$ cat src/rtl/xres_conditioner.sv
// External reset pin conditioner: synchronises and debounces the pad XRES level,
// counts rejected pulses, and sequences core then peripheral reset release.
module xres_conditioner #(
  parameter int SYNC_STAGES = 2,
  parameter int DEBOUNCE    = 16,
  parameter int MIN_ASSERT  = 64,
  parameter int STAGE_DELAY = 8,
  parameter int CNT_W       = 8
) (
  input  logic       clk,
  input  logic       reset,
  input  logic       xres_n_in,
  input  logic       filt_en,
  input  logic       xres_seen_clr,
  output logic       core_rst_n,
  output logic       periph_rst_n,
  output logic       xres_seen,
  output logic [7:0] glitch_cnt,
  output logic [1:0] state
);

  typedef enum logic [1:0] {
    ST_HOLD  = 2'b00,
    ST_STAGE = 2'b01,
    ST_RUN   = 2'b10
  } state_t;

  localparam logic [CNT_W-1:0] DB_LAST   = CNT_W'(DEBOUNCE - 1);
  localparam logic [CNT_W-1:0] HOLD_LAST = CNT_W'(MIN_ASSERT - 1);
  localparam logic [CNT_W-1:0] STG_LAST  = CNT_W'(STAGE_DELAY - 1);

  logic [SYNC_STAGES-1:0] sync_q;
  logic                   sync_n;
  logic                   flt_n;
  logic                   flt_eff;
  logic [CNT_W-1:0]       db_cnt;
  logic [7:0]             glitch_q;

  state_t                 state_q;
  state_t                 state_d;
  logic [CNT_W-1:0]       hold_cnt;
  logic [CNT_W-1:0]       hold_cnt_d;
  logic [CNT_W-1:0]       stg_cnt;
  logic [CNT_W-1:0]       stg_cnt_d;
  logic                   core_q;
  logic                   core_d;
  logic                   periph_q;
  logic                   periph_d;
  logic                   seen_q;
  logic                   pin_reset;

  // Synchroniser; idles high so POR does not look like a pin press.
  always_ff @(posedge clk) begin
    if (reset) begin
      sync_q <= '1;
    end else begin
      sync_q <= {sync_q[SYNC_STAGES-2:0], xres_n_in};
    end
  end

  assign sync_n = sync_q[SYNC_STAGES-1];

  // Debounce filter: a level change is accepted only after DEBOUNCE consecutive
  // differing samples; a run that ends early is counted as a glitch.
  always_ff @(posedge clk) begin
    if (reset) begin
      flt_n    <= 1'b1;
      db_cnt   <= '0;
      glitch_q <= '0;
    end else if (!filt_en) begin
      flt_n  <= sync_n;
      db_cnt <= '0;
    end else if (sync_n != flt_n) begin
      if (db_cnt == DB_LAST) begin
        flt_n  <= sync_n;
        db_cnt <= '0;
      end else begin
        db_cnt <= db_cnt + 1'b1;
      end
    end else begin
      db_cnt <= '0;
      if (db_cnt != '0 && glitch_q != 8'hFF) begin
        glitch_q <= glitch_q + 8'd1;
      end
    end
  end

  // In bypass the FSM follows the synchroniser directly, saving the filter flop.
  assign flt_eff = filt_en ? flt_n : sync_n;

  // Reset sequencer next-state; outputs are computed here and registered below.
  always_comb begin
    state_d    = state_q;
    hold_cnt_d = hold_cnt;
    stg_cnt_d  = stg_cnt;
    core_d     = core_q;
    periph_d   = periph_q;
    pin_reset  = 1'b0;
    case (state_q)
      ST_STAGE: begin
        if (!flt_eff) begin
          state_d    = ST_HOLD;
          core_d     = 1'b0;
          periph_d   = 1'b0;
          hold_cnt_d = '0;
          pin_reset  = 1'b1;
        end else if (stg_cnt == STG_LAST) begin
          state_d  = ST_RUN;
          core_d   = 1'b1;
          periph_d = 1'b1;
        end else begin
          core_d    = 1'b1;
          periph_d  = 1'b0;
          stg_cnt_d = stg_cnt + 1'b1;
        end
      end
      ST_RUN: begin
        if (!flt_eff) begin
          state_d    = ST_HOLD;
          core_d     = 1'b0;
          periph_d   = 1'b0;
          hold_cnt_d = '0;
          pin_reset  = 1'b1;
        end else begin
          core_d   = 1'b1;
          periph_d = 1'b1;
        end
      end
      default: begin
        // HOLD, and the unused encoding which behaves as HOLD.
        state_d  = ST_HOLD;
        core_d   = 1'b0;
        periph_d = 1'b0;
        if (!flt_eff) begin
          hold_cnt_d = '0;
        end else if (hold_cnt == HOLD_LAST) begin
          state_d    = ST_STAGE;
          core_d     = 1'b1;
          stg_cnt_d  = '0;
          hold_cnt_d = '0;
        end else begin
          hold_cnt_d = hold_cnt + 1'b1;
        end
      end
    endcase
  end

  always_ff @(posedge clk) begin
    if (reset) begin
      state_q  <= ST_HOLD;
      hold_cnt <= '0;
      stg_cnt  <= '0;
      core_q   <= 1'b0;
      periph_q <= 1'b0;
      seen_q   <= 1'b0;
    end else begin
      state_q  <= state_d;
      hold_cnt <= hold_cnt_d;
      stg_cnt  <= stg_cnt_d;
      core_q   <= core_d;
      periph_q <= periph_d;
      // A new pin reset outranks a coincident clear.
      if (pin_reset) begin
        seen_q <= 1'b1;
      end else if (xres_seen_clr) begin
        seen_q <= 1'b0;
      end
    end
  end

  assign core_rst_n   = core_q;
  assign periph_rst_n = periph_q;
  assign xres_seen    = seen_q;
  assign glitch_cnt   = glitch_q;
  assign state        = state_q;

endmodule

$ cat config.mk
export PLATFORM = sky130hd
export DESIGN_NAME = xres_conditioner
export DESIGN_NICKNAME = d
export VERILOG_FILES = /design/src/rtl/xres_conditioner.sv
export SDC_FILE = /design/constraint.sdc
export NUM_CORES = 1
export LEC_CHECK = 0
export BUFFER_PORTS_ARGS = -buffer_cell sky130_fd_sc_hd__buf_2
export CAP_MARGIN = 20
export CORE_MARGIN = 3
export CORE_UTILIZATION = 25
export CTS_CLUSTER_SIZE = 14
export DETAILED_ROUTE_END_ITERATION = 16
export PLACE_DENSITY = 0.38
export SYNTH_ARGS = -nofsm -noshare
export SYNTH_HDL_FRONTEND = slang
export SYNTH_SLANG_ARGS = --single-unit
$ cat constraint.sdc
create_clock -name clk -period 2.05 [get_ports clk]
set_input_delay 0.1025 -clock clk [delete_from_list [all_inputs] [get_ports clk]]
set_output_delay 0.1025 -clock clk [all_outputs]
set_load 0.01 [all_outputs]
==> results of run 1 <==
[per-layer routing]
layer	part of all wire	track usage	vias up
met5	0	0	-
met4	0.016	0.04332	0
met3	0.027	0.02869	6
met2	0.45	0.1637	12
met1	0.51	0.1348	754
li1	-	-	854
[what timing repair did]
| item | in CTS | in global routing |
|---|---|---|
| setup endpoints to repair | 0 | 1 |
| hold buffers | 1 | 0 |
| endpoints found under the hold margin | 1 | 0 |
| gates resized for setup | 0 | 1 |
[final cells by class]
| cell class | count | area share |
|---|---|---|
| clock inverter | 1 | 0.003243 |
| multi-input combinational | 163 | 0.4638 |
| sequential | 40 | 0.3459 |
| inverter | 12 | 0.01946 |
| tap | 99 | 0.05351 |
| clock buffer | 7 | 0.03730 |
| timing repair buffer | 29 | 0.07676 |
[worst min-delay path: stages]
cell and delay [ps]:
buf_2 80, nor2b_1 30, a21oi_1 110, nor2_1 50
[where the power goes]
group | switching, mW | internal, mW | leakage (nW) | total, mW
clock network | 0.295 | 0.274 | 0.0445 | 0.569
registers | 0.00822 | 0.785 | 0.323 | 0.793
logic | 0.0344 | 0.0237 | 0.435 | 0.0581
[state kept, by name (all words and copies together), names as in the netlist]
signal,count
core_rst_n,1
db_cnt,8
flt_n,1
glitch_cnt,8
hold_cnt,8
periph_rst_n,1
state,2
stg_cnt,8
sync_q,2
xres_seen,1
[path summary, 6_finish.rpt]
check | from | endpoint | slack (ps) | depth (start not counted)
max | hold_cnt[0]$_SDFFE_PP0P_ | stg_cnt[7]$_SDFFE_PP0P_ | 100 | 5
min | xres_seen_clr | xres_seen$_SDFFE_PP0P_ | 110 | 4
max reg2reg | hold_cnt[0]$_SDFFE_PP0P_ | stg_cnt[7]$_SDFFE_PP0P_ | 100 | 5
min reg2reg | sync_q[0]$_SDFF_PP1_ | sync_q[1]$_SDFF_PP1_ | 430 | 1
[cell families (layout without fill, tap and decap cells)]
kind of cell | count (synthesis) | after routing | synth area share
mux | 8 | 8 | 0.04671
xor+xnor | 10 | 10 | 0.04478
buf+inv | 20 | 49 | 0.04286
flops | 40 | 40 | 0.4095
compound gates | 39 | 39 | 0.1465
fa+ha+maj | 7 | 7 | 0.04478
simple gates | 99 | 99 | 0.2649
[cell usage after synthesis, drive strengths merged]
library cell,n,area [um^2]
o32ai,3,26.28
or3b,1,8.760
nand2,19,71.32
a21oi,10,50.05
clkinv,1,3.750
or3,3,18.77
mux2i,5,50.05
and3,1,6.260
o41a,1,11.26
nand4,4,25.02
nor4b,1,8.760
o311ai,4,52.56
a311oi,1,8.760
nor3b,2,20.02
a32o,1,10.01
nand3,14,70.07
or2,4,25.02
xnor2,6,52.55
a311o,1,10.01
nor4bb,1,10.01
clkbuf,5,18.77
nor3,7,35.03
o41ai,1,8.760
buf,3,20.01
or4b,1,10.01
or4,5,41.29
inv,11,41.29
mux2,3,41.29
nand2b,2,12.51
ha,7,87.58
nand3b,1,7.510
o21ba,1,10.01
o2bb2ai,1,8.760
a31oi,1,6.260
nor2b,4,25.02
a211oi,1,7.510
nor2,26,97.59
o31ai,4,30.03
o22ai,1,6.260
nor4,3,25.02
dfxtp,40,800.8
o21ai,8,40.04
xor2,4,35.03
==> metrics.txt, run 1 <==
Finished Cell Area=2315 um^2; final setup violation count=0; First-pass DRT Iterations=4; post-route antenna net violation count=0; maximum clock rate=512.3 MHz; TritonCTS clock tree=yes; Post-Place Worst Slack=131.7 ps; I/O Buffers=17; Critical Path RT=approximately 2200 ps; Boundary Pins=18; worst rel slew slack=0.5802; WP data arrival=2120 ps; nets=263; Netlist cell types=50; max incr delay on CP=490 ps; most frequent cells in the layout=dfxtp_1 (40), nor2_1 (25), nand2_1 (19), buf_2 (17), nand3_1 (14); Period Utilization, post-route=0.9522; largest net degree at the start of global routing=21; Pleak=0.8029 nW; CP cell instances=ha_1 -> or3b_2 -> o21ba_2 -> o311ai_0 -> o31ai_1; min setup slack post-route=around 100 ps; Fill cells=806; Setup Buffers After CTS=0; Clk Latency, worst-skew pair=roughly 290 ps; commonest non-fill, non-tap cell in the layout=dfxtp_1; Final min period=1952 ps; register area=800.8 um^2; DIE HEIGHT=94.45 um; outcome=completed; CP Buf/Inv Count=0; routed len/inst=12.32 um; Synth Cell Area=1956 um^2; first-pass GRT wire length=7376 um; Ys Warns=0; #FFs+latches synth=40; critical path type=flop to flop; num rows=31; Multi-input gate area=1074 um^2; Iter 0 DRT Violations=53; total gr overflow=0; CP max FO=4; post-synthesis instance total=223; Die ar.=8920 um^2; via count=1626; min-delay worst type=primary input to flop; Reg clk slew, reported paths=80 ps; Seq/Total Area, Yosys=0.4095; Final TNS setup=0 ps; Slew @ Worst Pin=612.3 ps; Tot GR Track Use=0.1044; syn nets=roughly 240; Root Buffer=clkbuf_8; delay-heaviest family, CP=compound AO/OA/AOI/OAI gates; drt drc=0; Max-Cap Viols=0; dpl cell area=2208 um^2; cts bufs inserted=5; clock sinks=40; diode count=0; post-layout util=0.3124; initial antenna violation count=0; Min Hold Slack=111.4 ps; CP max-delay cell=or3b_2; GPL Wtd Cong=0.7528; Crit. End Element=flop; dpl cells=342; DP HPWL=3172 um; htree depth=2; Via-to-Cell Ratio=around 4.6; Avg Inst Size Synth=8.770 um^2; total power=1.420 mW; Core ar.=7408 um^2; Area Growth Syn to Fin=18.36%; Initial Util=0.2640; Fin. Hold Viols=0; vias in the first global route=~1.5k; Max rail drop VDD=0.1830 mV; RSZ-0062 raised after global routing=no; Setup Skew=5.542 ps; Max Slew Vio Count=0; pwr/cell area=~610 nW/um^2; final std cells w/o fill=351; share of post-route cells with drive strength above 1=0.1984; Routed Wire Length=4326 um; die width=94.45 um; Max Buffers Root-to-Sink=2; CP startpoint kind=flop
Power figures use the tool's default switching activity.
==> inputs of run 2 (changes only) <==
--- a/config.mk
+++ b/config.mk
@@ -7,11 +7,10 @@
 export LEC_CHECK = 0
 export BUFFER_PORTS_ARGS = -buffer_cell sky130_fd_sc_hd__buf_2
 export CAP_MARGIN = 20
-export CORE_MARGIN = 3
-export CORE_UTILIZATION = 25
+export CORE_UTILIZATION = 48
 export CTS_CLUSTER_SIZE = 14
 export DETAILED_ROUTE_END_ITERATION = 16
-export PLACE_DENSITY = 0.38
+export PLACE_DENSITY = 0.65
 export SYNTH_ARGS = -nofsm -noshare
 export SYNTH_HDL_FRONTEND = slang
 export SYNTH_SLANG_ARGS = --single-unit
==> run 2 against run 1 <==
Against the previous run: die area is 51% lower; largest cell class unchanged; hold slack better by 2.1 ps; flip-flop and latch count stayed put; critical path type unchanged; largest power group unchanged; via count rose by 0.80%.
==> metrics.txt, run 2 (synthesized netlist as in run 1, its figures left out) <==
outcome=completed; Root Buffer=clkbuf_8; Finished Cell Area=2202 um^2; WP data arrival=2110 ps; register area=around 800 um^2; dpl cells=287; Max Buffers Root-to-Sink=2; RSZ-0062 raised after global routing=no; first-pass GRT wire length=6617 um; Max Slew Vio Count=0; Slew @ Worst Pin=roughly 390 ps; commonest non-fill, non-tap cell in the layout=dfxtp_1; total gr overflow=0; nets=between 200 and 300; Post-Place Worst Slack=172.1 ps; post-layout util=0.5839; htree depth=2; Pleak=just under 0.8 nW; critical path type=flop to flop; Iter 0 DRT Violations=153; hold path depth=4; routed len/inst=12.67 um; dpl cell area=2115 um^2; Hold Crit Start=xres_seen_clr; via count=approximately 1.6k; Hold Path End=xres_seen$_SDFFE_PP0P_; Boundary Pins=18; drt drc=0; Multi-input gate area=1071 um^2; initial antenna violation count=0; Fin. Hold Viols=0; worst rel slew slack=0.7374; Routed Wire Length=3737 um; Setup Skew=about 11 ps; clock sinks=40; final setup violation count=0; I/O Buffers=17; Area Growth Syn to Fin=12.60%; DP HPWL=~2700 um; Initial Util=0.5186; Crit. End Element=flop; share of post-route cells with drive strength above 1=0.1781; Max-Cap Viols=0; min setup slack post-route=105.6 ps; Critical Path RT=2210 ps; Reg clk slew, reported paths=70 ps; Period Utilization, post-route=0.9485; Tot GR Track Use=0.1998; pwr/cell area=609.5 nW/um^2; min-delay worst type=primary input to flop; cts bufs inserted=5; DIE HEIGHT=65.83 um; FF-to-FF setup slack=110 ps; Clk Latency, worst-skew pair=290 ps; First-pass DRT Iterations=4; Die ar.=around 4300 um^2; Worst R2R Path Depth=5; vias in the first global route=roughly 1.4k; largest net degree at the start of global routing=21; RR Startpoint=hold_cnt[0]$_SDFFE_PP0P_; GPL Wtd Cong=~0.84; Via-to-Cell Ratio=5.556; most frequent cells in the layout=dfxtp_1 (40), nor2_1 (26), nand2_1 (19), buf_2 (17), nand3_1 (14); post-route antenna net violation count=0; Max rail drop VDD=0.4901 mV; maximum clock rate=514.3 MHz; die width=65.83 um; num rows=22; RR Endpoint=stg_cnt[7]$_SDFFE_PP0P_; TritonCTS clock tree=yes; final std cells w/o fill=295; Setup Buffers After CTS=0; CP max FO=4; diode count=0; Final TNS setup=0 ps; Core ar.=3771 um^2; CP startpoint kind=flop; Fill cells=339; Final min period=1944 ps; # resized after CTS=0
## run 2: cell types whose count changed in the layout (fill, tap and decap cells not counted)
cell,previous run,this run
nor2_1,25,26
clkbuf_8,6,5
buf_4,11,7
nor2_2,1,0
clkinvlp_4,1,0
clkinv_2,0,1
## run 2: layout make-up
class | count | share of cell area
Clock inverter | 1 | 0.002273
Inverter | 12 | 0.02045
Timing Repair Buffer | 25 | 0.06705
Multi-Input combinational cell | 163 | 0.4864
Clock buffer | 6 | 0.03295
Tap cell | 48 | 0.02727
Sequential cell | 40 | 0.3636
## run 2: stage by stage
| step | total power [mW] | hold slack, ps |
|---|---|---|
| floorplan | 0.8494 | 206.3 |
| CTS | 1.364 | 105.4 |
| finish | 1.342 | 113.4 |
| detailed placement | 0.8647 | 288.0 |
| global placement | 0.8648 | 287.4 |
| global route | 1.403 | 126.0 |
## run 2: worst max path at each step
stage	from	end	slack, ps	depth (start not counted)
final	hold_cnt[0]$_SDFFE_PP0P_	stg_cnt[7]$_SDFFE_PP0P_	110	5
after global routing	stg_cnt[1]$_SDFFE_PP0P_	stg_cnt[6]$_SDFFE_PP0P_	50	6
after CTS	hold_cnt[0]$_SDFFE_PP0P_	stg_cnt[2]$_SDFFE_PP0P_	150	5
after detailed placement	hold_cnt[0]$_SDFFE_PP0P_	stg_cnt[7]$_SDFFE_PP0P_	170	5
after global placement	hold_cnt[0]$_SDFFE_PP0P_	stg_cnt[6]$_SDFFE_PP0P_	210	5
after floorplan	db_cnt[5]$_SDFF_PP0_	glitch_cnt[5]$_SDFFE_PP0P_	260	5
## run 2: worst max-delay path, stage by stage, from the launching register on
cell and delay (ps):
dfxtp_1 380, ha_1 190, or3b_2 490, o21ba_2 250
o311ai_0 380, o31ai_1 120
## run 2: power by group
part | switching [mW] | total, mW | internal (mW)
logic | 0.0336 | 0.0562 | 0.0226
clock network | 0.261 | 0.493 | 0.231
registers | 0.00828 | 0.793 | 0.785
## run 2: repair_timing
action / CTS / global route
setup endpoints to repair: 0 / 0
hold buffers: 1 / 0
endpoints found under the hold margin: 1 / 0
## run 2: metal layers
metal	share of wire	vias up	track usage
li1	-	853	-
met1	0.51	741	0.2758
met2	0.43	38	0.2895
met3	0.038	7	0.05172
met4	0.021	0	0.08696
met5	0	-	0
==> inputs of run 3 (changes only) <==
--- a/config.mk
+++ b/config.mk
@@ -5,12 +5,13 @@
 export SDC_FILE = /design/constraint.sdc
 export NUM_CORES = 1
 export LEC_CHECK = 0
+export ABC_AREA = 1
 export BUFFER_PORTS_ARGS = -buffer_cell sky130_fd_sc_hd__buf_2
 export CAP_MARGIN = 20
 export CORE_UTILIZATION = 48
 export CTS_CLUSTER_SIZE = 14
 export DETAILED_ROUTE_END_ITERATION = 16
-export PLACE_DENSITY = 0.65
+export PLACE_DENSITY = 0.64
 export SYNTH_ARGS = -nofsm -noshare
 export SYNTH_HDL_FRONTEND = slang
 export SYNTH_SLANG_ARGS = --single-unit
==> run 3 against run 2 <==
Against the previous run: core utilization fell by 2.7 points; clock skew fell by 0.55 ps; fmax rose by 22%; clock power rose by 30%; sequential power barely moved; hold slack got worse by 70 ps; flip-flop and latch count did not move.
==> metrics.txt, run 3 <==
vias in the first global route=between 1.5k and 2k; Synth Cell Area=2191 um^2; Iter 0 DRT Violations=73; Critical Path RT=2270 ps; Initial Util=0.4997; share of post-route cells with drive strength above 1=0.1571; maximum clock rate=626.5 MHz; pwr/cell area=just over 600 nW/um^2; sw frac=0.2230; Core ar.=4384 um^2; CP max-delay cell=nor3_4; dpl cell area=2325 um^2; RR Startpoint=state[0]$_SDFFE_PP0P_; CP startpoint kind=flop; post-route antenna net violation count=0; Boundary Pins=18; DIE HEIGHT=between 60 and 70 um; Via-to-Cell Ratio=5.031; Area Growth Syn to Fin=11.48%; Setup Skew=approximately 10 ps; CP cell instances=inv_1 -> ha_1 -> inv_2 -> nor3_4 -> nand3_2 -> a21oi_1; Netlist cell types=32; Max-Cap Viols=0; Clk pwr share=0.427; Worst R2R Path Depth=6; via count=1927; CP max FO=8; top area cells in the synthesized netlist=dfxtp_1 (37%), nand2_1 (12%), inv_1 (6.3%); Psw=0.3362 mW; Routed Wire Length=approximately 4300 um; GPL Wtd Cong=0.8347; I/O Buffers=17; diode count=0; Setup Buffers After CTS=0; #FFs+latches synth=40; total gr overflow=0; syn nets=321; critical path type=flop to flop; Period Utilization, post-route=0.7786; Finished Cell Area=2442 um^2; delay-heaviest family, CP=simple AND/OR/NAND/NOR gates; combinational power share=0.048; Crit. End Element=flop; Main synth FF type=dfxtp_1; Seq/Total Area, Yosys=0.3655; Final TNS setup=0 ps; worst rel slew slack=0.6736; Fin. Hold Viols=0; Tot GR Track Use=0.1926; DP HPWL=3012 um; first-pass GRT wire length=about 7400 um; top-count cell post-synth=nand2_1; First-pass DRT Iterations=4; Hold Path End=xres_seen$_SDFFE_PP0P_; Avg Inst Size Synth=7.090 um^2; CP Buf/Inv Count=2; Max Slew Vio Count=0; htree depth=2; TritonCTS clock tree=yes; Pleak=0.9830 nW; Max rail drop VDD=about 0.42 mV; Root Buffer=clkbuf_8; Die ar.=4839 um^2; asr flop ratio synth=0; area share of the largest cell type after synthesis=0.3655; post-layout util=0.5571; min-delay worst type=primary input to flop; EDFF count, synth=0; drt drc=0; RSZ-0062 raised after global routing=no; Final min period=1596 ps; FF-to-FF setup slack=450 ps; post-synth top area cell=dfxtp_1; max incr delay on CP=380 ps; die width=69.56 um; outcome=completed; Post-synth top cells=nand2_1 (72), dfxtp_1 (40), inv_1 (37), nor2_1 (34), a21oi_1 (27); most frequent cells in the layout=nand2_1 (72), dfxtp_1 (40), inv_1 (37), nor2_1 (34), a21oi_1 (27); Reg clk slew, reported paths=roughly 80 ps; Clk Latency, worst-skew pair=300 ps; Hold Crit Start=xres_seen_clr; Max Buffers Root-to-Sink=2; Ys Warns=0; cts bufs inserted=5; sequential share of power=0.526; commonest non-fill, non-tap cell in the layout=nand2_1; initial antenna violation count=0; Slew @ Worst Pin=489.7 ps; num rows=24; RR Endpoint=hold_cnt[7]$_SDFFE_PP0P_; nets=around 340; post-synthesis instance total=309; clock sinks=40; hold path depth=4; WP data arrival=1820 ps; largest net degree at the start of global routing=26; routed len/inst=roughly 11 um; final setup violation count=0; cell-internal power=1.171 mW
-- run 3: worst max path at each step --
stage	start	to	slack (ps)	depth (start not counted)
6_report	state[0]$_SDFFE_PP0P_	hold_cnt[7]$_SDFFE_PP0P_	450	6
5_1_grt	state[0]$_SDFFE_PP0P_	hold_cnt[5]$_SDFFE_PP0P_	340	6
4_1_cts	state[0]$_SDFFE_PP0P_	hold_cnt[7]$_SDFFE_PP0P_	470	6
3_5_place_dp	state[0]$_SDFFE_PP0P_	hold_cnt[7]$_SDFFE_PP0P_	500	6
3_3_place_gp	state[0]$_SDFFE_PP0P_	hold_cnt[2]$_SDFFE_PP0P_	550	6
2_1_floorplan	state[0]$_SDFFE_PP0P_	hold_cnt[7]$_SDFFE_PP0P_	610	6
-- run 3: tightest hold or removal path: cells and delay by family --
kind	cells	cell delay, ps
and+or+nand+nor	1	40
AOI/OAI and AO/OA	1	50
buffers and inverters	2	100
-- run 3: power by group through the flow --
stage	Combinational (mW)	Sequential (mW)	Clock, mW
after CTS	0.0738	0.792	0.668
after global placement	0.0704	0.810	0
after detailed placement	0.0714	0.811	0
final	0.0719	0.792	0.643
after global routing	0.0806	0.794	0.692
after floorplan	0.0546	0.810	0
-- run 3: cell families after synthesis --
logic type / after synthesis / synth area share
and+or+nand+nor: 166 / 0.3729
buffers and inverters: 44 / 0.07595
AOI/OAI and AO/OA: 43 / 0.1097
DFF: 40 / 0.3655
xor gates and xnor gates: 9 / 0.03598
adders and majority gates: 7 / 0.03998
-- run 3: through the flow --
stage          cells  power (mW)  hold slack (ps)  worst slack [ps]
2_1_floorplan    309      0.8642            206.3             612.5
3_3_place_gp     374      0.8807            303.8             547.5
3_5_place_dp     374      0.8820            302.0             496.2
4_1_cts          383       1.534            31.89             474.5
5_1_grt          383       1.566            52.02             338.7
6_report         383       1.507            43.60             453.9
-- run 3: routing by layer --
metal,up-vias,part of all wire,GRT usage
met1,863,0.49,0.2349
met3,7,0.033,0.05669
met4,0,0.015,0.06803
met5,-,0,0
met2,22,0.46,0.3215
li1,1035,-,-
-- run 3: final cells by class --
class	instances	area, um^2
fill	435	1942
multi-input combinational	225	1224
sequential	40	800.8
inverter	40	150.1
timing repair buffer	18	95.09
clock buffer	6	72.57
tap	52	65.06
clock inverter	2	35.03
-- run 3: timing repair --
| action | 4_1_cts | 5_1_grt |
|---|---|---|
| endpoints found under the hold margin | 1 | 0 |
| endpoints found under the setup margin | 0 | 0 |
| resized for setup | 0 | 0 |
| hold buffers | 1 | 0 |
